<file path="config.mk">
export PLATFORM = sky130hd
export DESIGN_NAME = sccb_cfg_sequencer
export DESIGN_NICKNAME = d
export VERILOG_FILES = /design/src/rtl/sccb_cfg_sequencer.sv
export SDC_FILE = /design/constraint.sdc
export NUM_CORES = 1
export LEC_CHECK = 0
export BUFFER_PORTS_ARGS = -buffer_cell sky130_fd_sc_hd__clkbuf_2
export CAP_MARGIN = 30
export CORE_UTILIZATION = 25
export DETAILED_ROUTE_END_ITERATION = 8
export PLACE_DENSITY = 0.42
export SLEW_MARGIN = 25
export SYNTH_ARGS = -nofsm -noshare
export SYNTH_HDL_FRONTEND = slang
export SYNTH_SLANG_ARGS = --single-unit
export TNS_END_PERCENT = 20
</file>
<file path="constraint.sdc">
create_clock -name clk -period 3.11 [get_ports clk]
set_input_delay 0.622 -clock clk [delete_from_list [all_inputs] [get_ports clk]]
set_output_delay 0.622 -clock clk [all_outputs]
set_load 0.03 [all_outputs]
</file>
<file path="src/rtl/sccb_cfg_sequencer.sv">
// SCCB register-table sequencer: boots the camera, then raises cam_enable.
// Optional ACK readback and sticky ack_err when SCCB_ACK_CHECK_EN is defined.
module sccb_cfg_sequencer #(
    parameter int          CLK_HZ    = 25_000_000,
    parameter int          SCCB_HZ   = 100_000,
    parameter logic [7:0]  DEV_ID    = 8'h42,
    parameter int          DELAY_CYC = 250_000
) (
    input  logic        clk,
    input  logic        rst,
    input  logic        start,
    output logic [7:0]  rom_index,
    input  logic [15:0] rom_entry,
`ifdef SCCB_ACK_CHECK_EN
    input  logic        siod_in,
`endif
    output logic        sioc,
    output logic        siod_out,
    output logic        siod_oe,
    output logic        busy,
    output logic        done,
    output logic        cam_enable,
    output logic        ack_err
);

    localparam int QTR_RAW = CLK_HZ / (4 * SCCB_HZ);
    localparam int QTR     = (QTR_RAW < 1) ? 1 : QTR_RAW;
    localparam int QW      = (QTR > 1) ? $clog2(QTR) : 1;
    localparam int DW      = (DELAY_CYC > 1) ? $clog2(DELAY_CYC) : 1;

    typedef enum logic [2:0] {
        IDLE, LOAD, START, BITS, STOP, GAP, DELAY, DONE
    } state_t;

    state_t        state, next_state;
    logic [QW-1:0] qcnt;
    logic [1:0]    q;
    logic [3:0]    pos;
    logic [1:0]    byte_n;
    logic [26:0]   shreg;
    logic [DW-1:0] dcnt;
    logic          lwait;
    logic          tick, q_end, last_bit, dly_end, bus, ack_hit;

    assign tick     = (qcnt == QW'(QTR - 1));
    assign q_end    = tick && (q == 2'd3);
    assign last_bit = (byte_n == 2'd2) && (pos == 4'd8);
    assign dly_end  = (dcnt == DW'(DELAY_CYC - 1));
    assign bus      = (state == START) || (state == BITS) ||
                      (state == STOP)  || (state == GAP);
    assign cam_enable = done && !ack_err;

`ifdef SCCB_ACK_CHECK_EN
    assign ack_hit = (state == BITS) && tick && (q == 2'd2) &&
                     (pos == 4'd8) && siod_in;
`else
    assign ack_hit = 1'b0;
`endif

    always_ff @(posedge clk) begin
        if (rst) state <= IDLE;
        else     state <= next_state;
    end

    always_comb begin
        next_state = state;
        unique case (state)
            IDLE:  if (start) next_state = LOAD;
            LOAD: begin
                if (lwait) begin
                    if (rom_entry == 16'hFFFF)      next_state = DONE;
                    else if (rom_entry == 16'hFFF0) next_state = DELAY;
                    else                            next_state = START;
                end
            end
            START: if (q_end) next_state = BITS;
            BITS:  if (q_end && last_bit) next_state = STOP;
            STOP:  if (q_end) next_state = GAP;
            GAP: begin
                if (q_end)
                    next_state = (ack_err || rom_index == 8'hFF) ? DONE : LOAD;
            end
            DELAY: begin
                if (dly_end)
                    next_state = (rom_index == 8'hFF) ? DONE : LOAD;
            end
            DONE:  next_state = IDLE;
            default: next_state = IDLE;
        endcase
    end

    // Idle/released bus is the default; ACK slots are always released.
    always_comb begin
        sioc     = 1'b1;
        siod_out = 1'b1;
        siod_oe  = 1'b0;
        unique case (state)
            START: begin
                siod_oe  = 1'b1;
                siod_out = (q == 2'd0);
                sioc     = !q[1];
            end
            BITS: begin
                sioc     = q[1];
                siod_oe  = (pos != 4'd8);
                siod_out = (pos == 4'd8) ? 1'b1 : shreg[26];
            end
            STOP: begin
                siod_oe  = 1'b1;
                sioc     = (q != 2'd0);
                siod_out = q[1];
            end
            default: ;
        endcase
    end

    always_ff @(posedge clk) begin
        if (rst) begin
            qcnt      <= '0;
            q         <= '0;
            pos       <= '0;
            byte_n    <= '0;
            shreg     <= '1;
            dcnt      <= '0;
            lwait     <= 1'b0;
            rom_index <= '0;
            busy      <= 1'b0;
            done      <= 1'b0;
            ack_err   <= 1'b0;
        end else begin
            qcnt  <= (bus && !tick) ? qcnt + QW'(1) : '0;
            lwait <= (state == LOAD) && !lwait;
            dcnt  <= (state == DELAY) ? dcnt + DW'(1) : '0;
            if (!bus)      q <= '0;
            else if (tick) q <= q + 2'd1;
            if (state != BITS) begin
                pos    <= '0;
                byte_n <= '0;
            end else if (q_end) begin
                shreg <= {shreg[25:0], 1'b1};
                if (pos == 4'd8) begin
                    pos    <= '0;
                    byte_n <= byte_n + 2'd1;
                end else begin
                    pos <= pos + 4'd1;
                end
            end
            if (state == LOAD && lwait)
                shreg <= {DEV_ID, 1'b1, rom_entry[15:8], 1'b1,
                          rom_entry[7:0], 1'b1};
            if (state == IDLE && start) begin
                rom_index <= '0;
                busy      <= 1'b1;
                done      <= 1'b0;
                ack_err   <= 1'b0;
            end
            if (next_state == LOAD && (state == GAP || state == DELAY))
                rom_index <= rom_index + 8'd1;
            if (ack_hit)
                ack_err <= 1'b1;
            if (state == DONE) begin
                busy <= 1'b0;
                done <= 1'b1;
            end
        end
    end

endmodule

</file>
Word level (Yosys, flattened, before mapping)
Cells that the tools add are included.
{"block": "classes", "addsub": 6, "eq_ne": 19, "muxes": 23, "n_bitwise": 4, "n_reduce_logical": 31}
{"op": "27-bit two-way mux", "n": 3}
{"op": "16-bit equality test, second input constant", "n": 2}
{"op": "3-bit two-way mux", "n": 10}
{"op": "3-bit case mux with 8 select lines", "n": 1}
{"op": "18-bit by 1-bit adder with 18-bit output, second input constant", "n": 1}
{"op": "18-bit equality test, second input constant", "n": 1}
{"op": "8-bit two-way mux", "n": 2}
{"op": "2-bit OR reduction", "n": 7}
{"op": "3-bit equality test, second input constant", "n": 4}
{"op": "8-bit by 1-bit adder with 8-bit output, second input constant", "n": 1}
{"op": "8-bit equality test, second input constant", "n": 1}
{"op": "1-bit logical AND", "n": 8}
{"op": "2-bit nonzero test", "n": 4}
{"op": "6-bit by 1-bit adder with 6-bit output, second input constant", "n": 1}
{"op": "3-bit by 1-bit equality test with 1-bit output, second input constant", "n": 2}
{"op": "3-bit by 2-bit equality test with 1-bit output, second input constant", "n": 2}
{"op": "6-bit equality test, second input constant", "n": 1}
{"op": "1-bit case mux with 3 select lines", "n": 2}
{"op": "2-bit AND reduction", "n": 3}
{"op": "2-bit by 1-bit adder with 2-bit output, second input constant", "n": 2}
{"op": "4-bit by 1-bit adder with 4-bit output, second input constant", "n": 1}
{"op": "2-bit equality test, second input constant", "n": 2}
{"op": "4-bit equality test, second input constant", "n": 1}
{"op": "1-bit logical OR", "n": 4}
{"op": "other kinds (10)", "n": 17}
{"block": "totals", "reg_bits": 72, "in_bits": 19, "out_inout_bits": 15, "elab_cells": 95}

Depth between registers and ports, before layout
{"block": "logic_depth", "ltp_word": 8, "ltp_mapped": 9, "depth_no_buf": 8}

Worst setup path before layout
No wires, ideal clock.
{"block": "synth_timing", "path_kind": "reg-to-reg", "start": "register dcnt[5]", "end": "register rom_index[1]", "setup_time_ns": 0.117, "arrival_time_ns": 2.102, "required_time_ns": 2.993, "slack_ns": 0.891, "stages_incl_launch_ff": 7, "path_buffers": 0, "period_less_slack_ns": 2.219, "cell_sequence": "dfxtp_1 -> or4b_4 -> nor3_2 -> a31oi_1 -> or3_4 -> o31a_4 -> a32o_1"}
{"block": "synth_between", "elab_chain_cells": 6, "word_cells_on_any_way": 7, "classes_between": "2 x eq/ne; 3 x mux; 2 x reduce/logical"}
{"element": "from (decl)", "line": "41", "text": "logic [DW-1:0] dcnt;"}
{"element": "from (signal assigned)", "line": "133", "text": "dcnt <= (state == DELAY) ? dcnt + DW'(1) : '0;"}
{"element": "18-bit equality test (*)", "line": "48", "text": "assign dly_end = (dcnt == DW'(DELAY_CYC - 1));"}
{"element": "3-bit two-way mux (*)", "line": "84", "text": "if (dly_end)"}
{"element": "3-bit case mux with 8 select lines (*)", "line": "67", "text": "unique case (state)"}
{"element": "3-bit by 1-bit equality test with 1-bit output (*)", "line": "157", "text": "if (next_state == LOAD && (state == GAP || state == DELAY))"}
{"element": "1-bit logical AND (*)", "line": "157"}
{"element": "8-bit two-way mux / 2-bit nonzero test (equally long branches)"}
{"element": "to (signal assigned)", "line": "158", "text": "rom_index <= rom_index + 8'd1;"}
{"element": "to (decl)", "line": "12", "text": "output logic [7:0] rom_index,"}
Every way passes the cells marked *; elsewhere a longest branch is shown, timed or not.
A chain may end at the register's enable or synchronous reset.

Final worst setup path
{"block": "layout_timing", "start": "register pos[0]", "end": "output port siod_out"}
{"block": "layout_between", "elab_chain_cells": 3}
{"element": "from (decl)", "line": "38", "text": "logic [3:0] pos;"}
{"element": "from (signal assigned)", "line": "145", "text": "pos <= pos + 4'd1;"}
{"element": "4-bit equality test", "line": "106", "text": "siod_out = (pos == 4'd8) ? 1'b1 : shreg[26];"}
{"element": "1-bit two-way mux", "line": "106"}
{"element": "1-bit case mux with 3 select lines", "line": "97", "text": "unique case (state)"}
{"element": "to (decl)", "line": "18", "text": "output logic siod_out,"}
No other way between the ends.

==> impl_summary.log <==
INFO  metric totalNegativeSetupSlack = 0 ps
INFO  metric grt_setup_unrepaired = false
INFO  metric crit_fanout = 7
INFO  metric worst_setup_hold_path_clk_slew = 50 ps
INFO  metric detailed_place_hpwl = 5.467 mm
INFO  metric hold_viol = 0
INFO  metric seqCellArea = 1441 sq um
INFO  metric timing.max_slew.rel_slack = 0.6076
INFO  metric finalWorstSetupSlack = 481.0 ps
INFO  metric die-width = 118.6 microns
INFO  metric max_freq = 0.3804 GHz
INFO  metric number_of_design_rule_violations_left_after_detail_routing = 0
INFO  metric first_global_vias = 2717
INFO  metric vdd_ir_drop_max = 0.2642 mV
INFO  metric avgViaCountPerCell = 4.675
INFO  metric place.gp.congestion = 0.7373
INFO  metric worstHoldPathType = register to register
INFO  metric synth_edf_count = 0
INFO  metric drt_wl_total = 7.819 mm
INFO  metric number_of_diodes = 0
INFO  metric core_area = 13240 sq um
INFO  metric synth-main-ff-cell = dfxtp_1
INFO  metric postCtsSetupRepairBufs = 0
INFO  metric preCtsSetupSlack = 713.6 ps
INFO  metric initial_core_utilization = 0.2565
INFO  metric static-leakage-power = 1.514 nW
INFO  metric tritoncts = done
INFO  metric synthDistinctLibCells = 58
INFO  metric antenna_found_initial = 0
INFO  metric mean_cell_area_of_the_mapped_netlist = 8.644 sq um
INFO  metric critPathKind = register to primary output
INFO  metric cts_inserted_buffers = 9
INFO  metric largest_clock_skew_in_the_final_design = 7.268 ps
INFO  metric drt_first_pass_iters = 4
INFO  metric slowest_delay = 390 ps
INFO  metric number_of_setup_violations_in_the_final_report = 0
INFO  metric grt_start_max_net_pins = 33
INFO  metric ys_warn_count = 0
INFO  metric post_route_cells_drive_above_1_share = 0.1651
INFO  metric cts.repair.resized = 0
INFO  metric gr_usage_total = 0.1218
INFO  metric cp_cell_sequence = inv_1, ha_1, nand2_1, nor2_1, nor2_1, a21oi_1, o22a_1, clkbuf_2
INFO  metric outcome = finished, final reports clean
INFO  metric htreeDepth = 3
INFO  metric p_int = 1.759 mW
INFO  metric area_overhead_of_the_layout_relative_to_synthesis = 18.27%
INFO  metric crit_top_cell = nor2_1
INFO  metric r2r-start = dcnt[7]$_SDFF_PP0_
INFO  metric wire_length_per_cell = 12.90 microns
INFO  metric timing_worst_slew_pin_value = 583.3 ps
INFO  metric number_of_nets_still_failing_antenna_checks_after_routing = 0
INFO  metric starting_drc_count_in_detailed_routing = 126
INFO  metric comb_power_share = 0.205
INFO  metric finalCritPeriodShare = 0.8453
INFO  metric power.density = 645.1 nW/um^2
INFO  metric final_cell_count_no_fill = 606
INFO  metric dpl.cell_count = 589
INFO  metric endpoint_kind = primary output
INFO  metric cts_num_sinks = 72
INFO  metric synth.net_count = 421
INFO  metric crit_start = pos[0]$_SDFFE_PP0N_
INFO  metric syn_area = 3397 sq um
INFO  metric worst_skew_pair.late_latency = 340 ps
INFO  metric launch_instance_of_the_worst_min_delay_path = shreg[15]$_SDFFE_PP1P_
INFO  metric layout_cell_area_excl_fill = 4018 sq um
INFO  metric chip_height = 118.6 microns
INFO  metric cp_slowest_cell = nor2_1
INFO  metric switching_share = 0.3214
INFO  metric grt_overflow = 0
INFO  metric placement.cell_area = 3727 sq um
INFO  metric fillCellCount = 1449
INFO  metric placementRows = 42
INFO  metric finish.utilization = 0.3034
INFO  metric slew_violations = 0
INFO  metric power_switching = 833.1 uW
INFO  metric io_buffers = 32
INFO  metric multiInputGateArea = 1819 sq um
INFO  metric cp-start-kind = register
INFO  metric num-nets-final = 453
INFO  metric layout_min_cycle_time = 2629 ps
INFO  metric clock_tree.buffer_depth = 2
INFO  metric worst_path_dominant_cell_family = simple AND/OR/NAND/NOR gates
INFO  metric required_worst_endpoint = 2490 ps
INFO  metric share_seq_of_total_power = 0.418
INFO  metric syn-instance-count = 393
INFO  metric grt_pass1_wl = 13.60 mm
INFO  metric root_buffer = clkbuf_16
INFO  metric routed-via-count = 2833
INFO  metric critPathBufInv = 2
INFO  metric postSynthRegisterBits = 72
INFO  metric share_of_power_burned_in_the_clock_network = 0.377
INFO  metric share_of_the_yosys_chip_area_belonging_to_registers = 0.4243
INFO  metric postCtsHoldBufs = 0
INFO  metric max_cap_viol_count = 0
INFO  metric i_o_pins = 34
INFO  metric overall_die_area = 14060 sq um
INFO  metric async_reset_ff_frac = 0
INFO  metric crit_arrival = 2010 ps
## layer usage
| layer | wire [microns] | GRT usage | vias up |
|---|---|---|---|
| met5 | 0 | 0 | - |
| met4 | 125 | 0.04984 | 0 |
| met3 | 316 | 0.03620 | 12 |
| met2 | 3480 | 0.1795 | 38 |
| met1 | 3897 | 0.1643 | 1317 |
| li1 | - | - | 1466 |
## layout by cell type, fill, tap and decap left out, types with 2 or more instances in the layout
cell type,instances
nor2b_1,4
clkbuf_2,32
o21ai_0,10
mux2i_1,5
or2_2,2
inv_1,10
ha_1,9
a21oi_1,20
buf_4,7
o2bb2ai_1,2
clkinv_2,2
a311oi_1,2
xnor2_1,11
a211o_1,6
xor2_1,10
or2b_2,2
clkinv_4,2
a21o_1,4
nor2_1,40
nor3b_1,7
nand4_1,9
a211oi_1,2
and3_1,4
and4_1,2
nand2_1,62
nor3_1,8
nand2b_1,2
nand3_1,11
a31oi_1,6
a221oi_1,15
clkbuf_16,9
or3_1,10
and2_1,2
dfxtp_1,72
nor4_1,2
a2111oi_0,2
## worst paths after layout
kind / end / slack (ps) / cells past startpoint
min: shreg[15]$_SDFFE_PP1P_ / 440 / 2
max reg2reg: rom_index[1]$_SDFFE_PP0P_ / 710 / 6
min reg2reg: shreg[15]$_SDFFE_PP1P_ / 440 / 2
max: siod_out / 480 / 8
## flip-flops by register name, indices dropped and copies added, names as in the netlist, 2 cells and up
signal and cells:
byte_n 2, dcnt 18, pos 4, q 2, qcnt 6, rom_index 8, shreg 26, state 3
## Yosys cell counts (9+ instances only)
library cell / count / area, sq um
or3_1: 10 / 62.56
nor2_1: 40 / 150.1
a221oi_1: 15 / 131.4
nand3_1: 11 / 55.05
xor2_1: 10 / 87.58
ha_1: 9 / 112.6
xnor2_1: 11 / 96.34
a21oi_1: 20 / 100.1
dfxtp_1: 72 / 1441
inv_1: 10 / 37.54
clkbuf_1: 11 / 41.29
o21ai_0: 10 / 50.05
nand4_1: 9 / 56.30
nand2_1: 62 / 232.7
## power by group through the flow
| stage | combinational [mW] | clock, mW | sequential, mW |
|---|---|---|---|
| after floorplan | 0.456 | 0 | 1.05 |
| after global placement | 0.529 | 0 | 1.10 |
| after detailed placement | 0.534 | 0 | 1.10 |
| after CTS | 0.536 | 1.02 | 1.08 |
| after global routing | 0.603 | 1.06 | 1.10 |
| final | 0.531 | 0.977 | 1.08 |
## per-stage QoR
stage | hold WS (ps) | total power, mW
floorplan | 413.2 | 1.510
global placement | 429.4 | 1.632
detailed placement | 436.6 | 1.638
CTS | 446.4 | 2.637
global route | 458.7 | 2.760
finish | 441.0 | 2.592
## final cells by class
type | instances | share of cell area
Multi-Input combinational cell | 292 | 0.4528
Clock buffer | 10 | 0.05948
Inverter | 11 | 0.01028
Clock inverter | 6 | 0.01090
Sequential cell | 72 | 0.3588
Tap cell | 176 | 0.05481
Timing Repair Buffer | 39 | 0.05294
## tightest hold or removal path, stage by stage (launching register included)
cell and delay, ps:
dfxtp_1 300, nand2_1 50, nand2_1 40
## cells by family (layout without fill, tap and decap cells)
logic type | count (synthesis) | after routing | synth area share
flip-flops | 72 | 72 | 0.4243
XOR/XNOR | 21 | 21 | 0.05414
other | 1 | 1 | 0.001104
multiplexers | 5 | 5 | 0.01473
AO/OA/AOI/OAI | 79 | 79 | 0.1676
AND/OR/NAND/NOR | 177 | 177 | 0.2633
adder cells (fa/ha/maj) | 9 | 9 | 0.03315
buffers and inverters | 29 | 66 | 0.04162
Note: power is estimated with default switching activity, not from simulation.
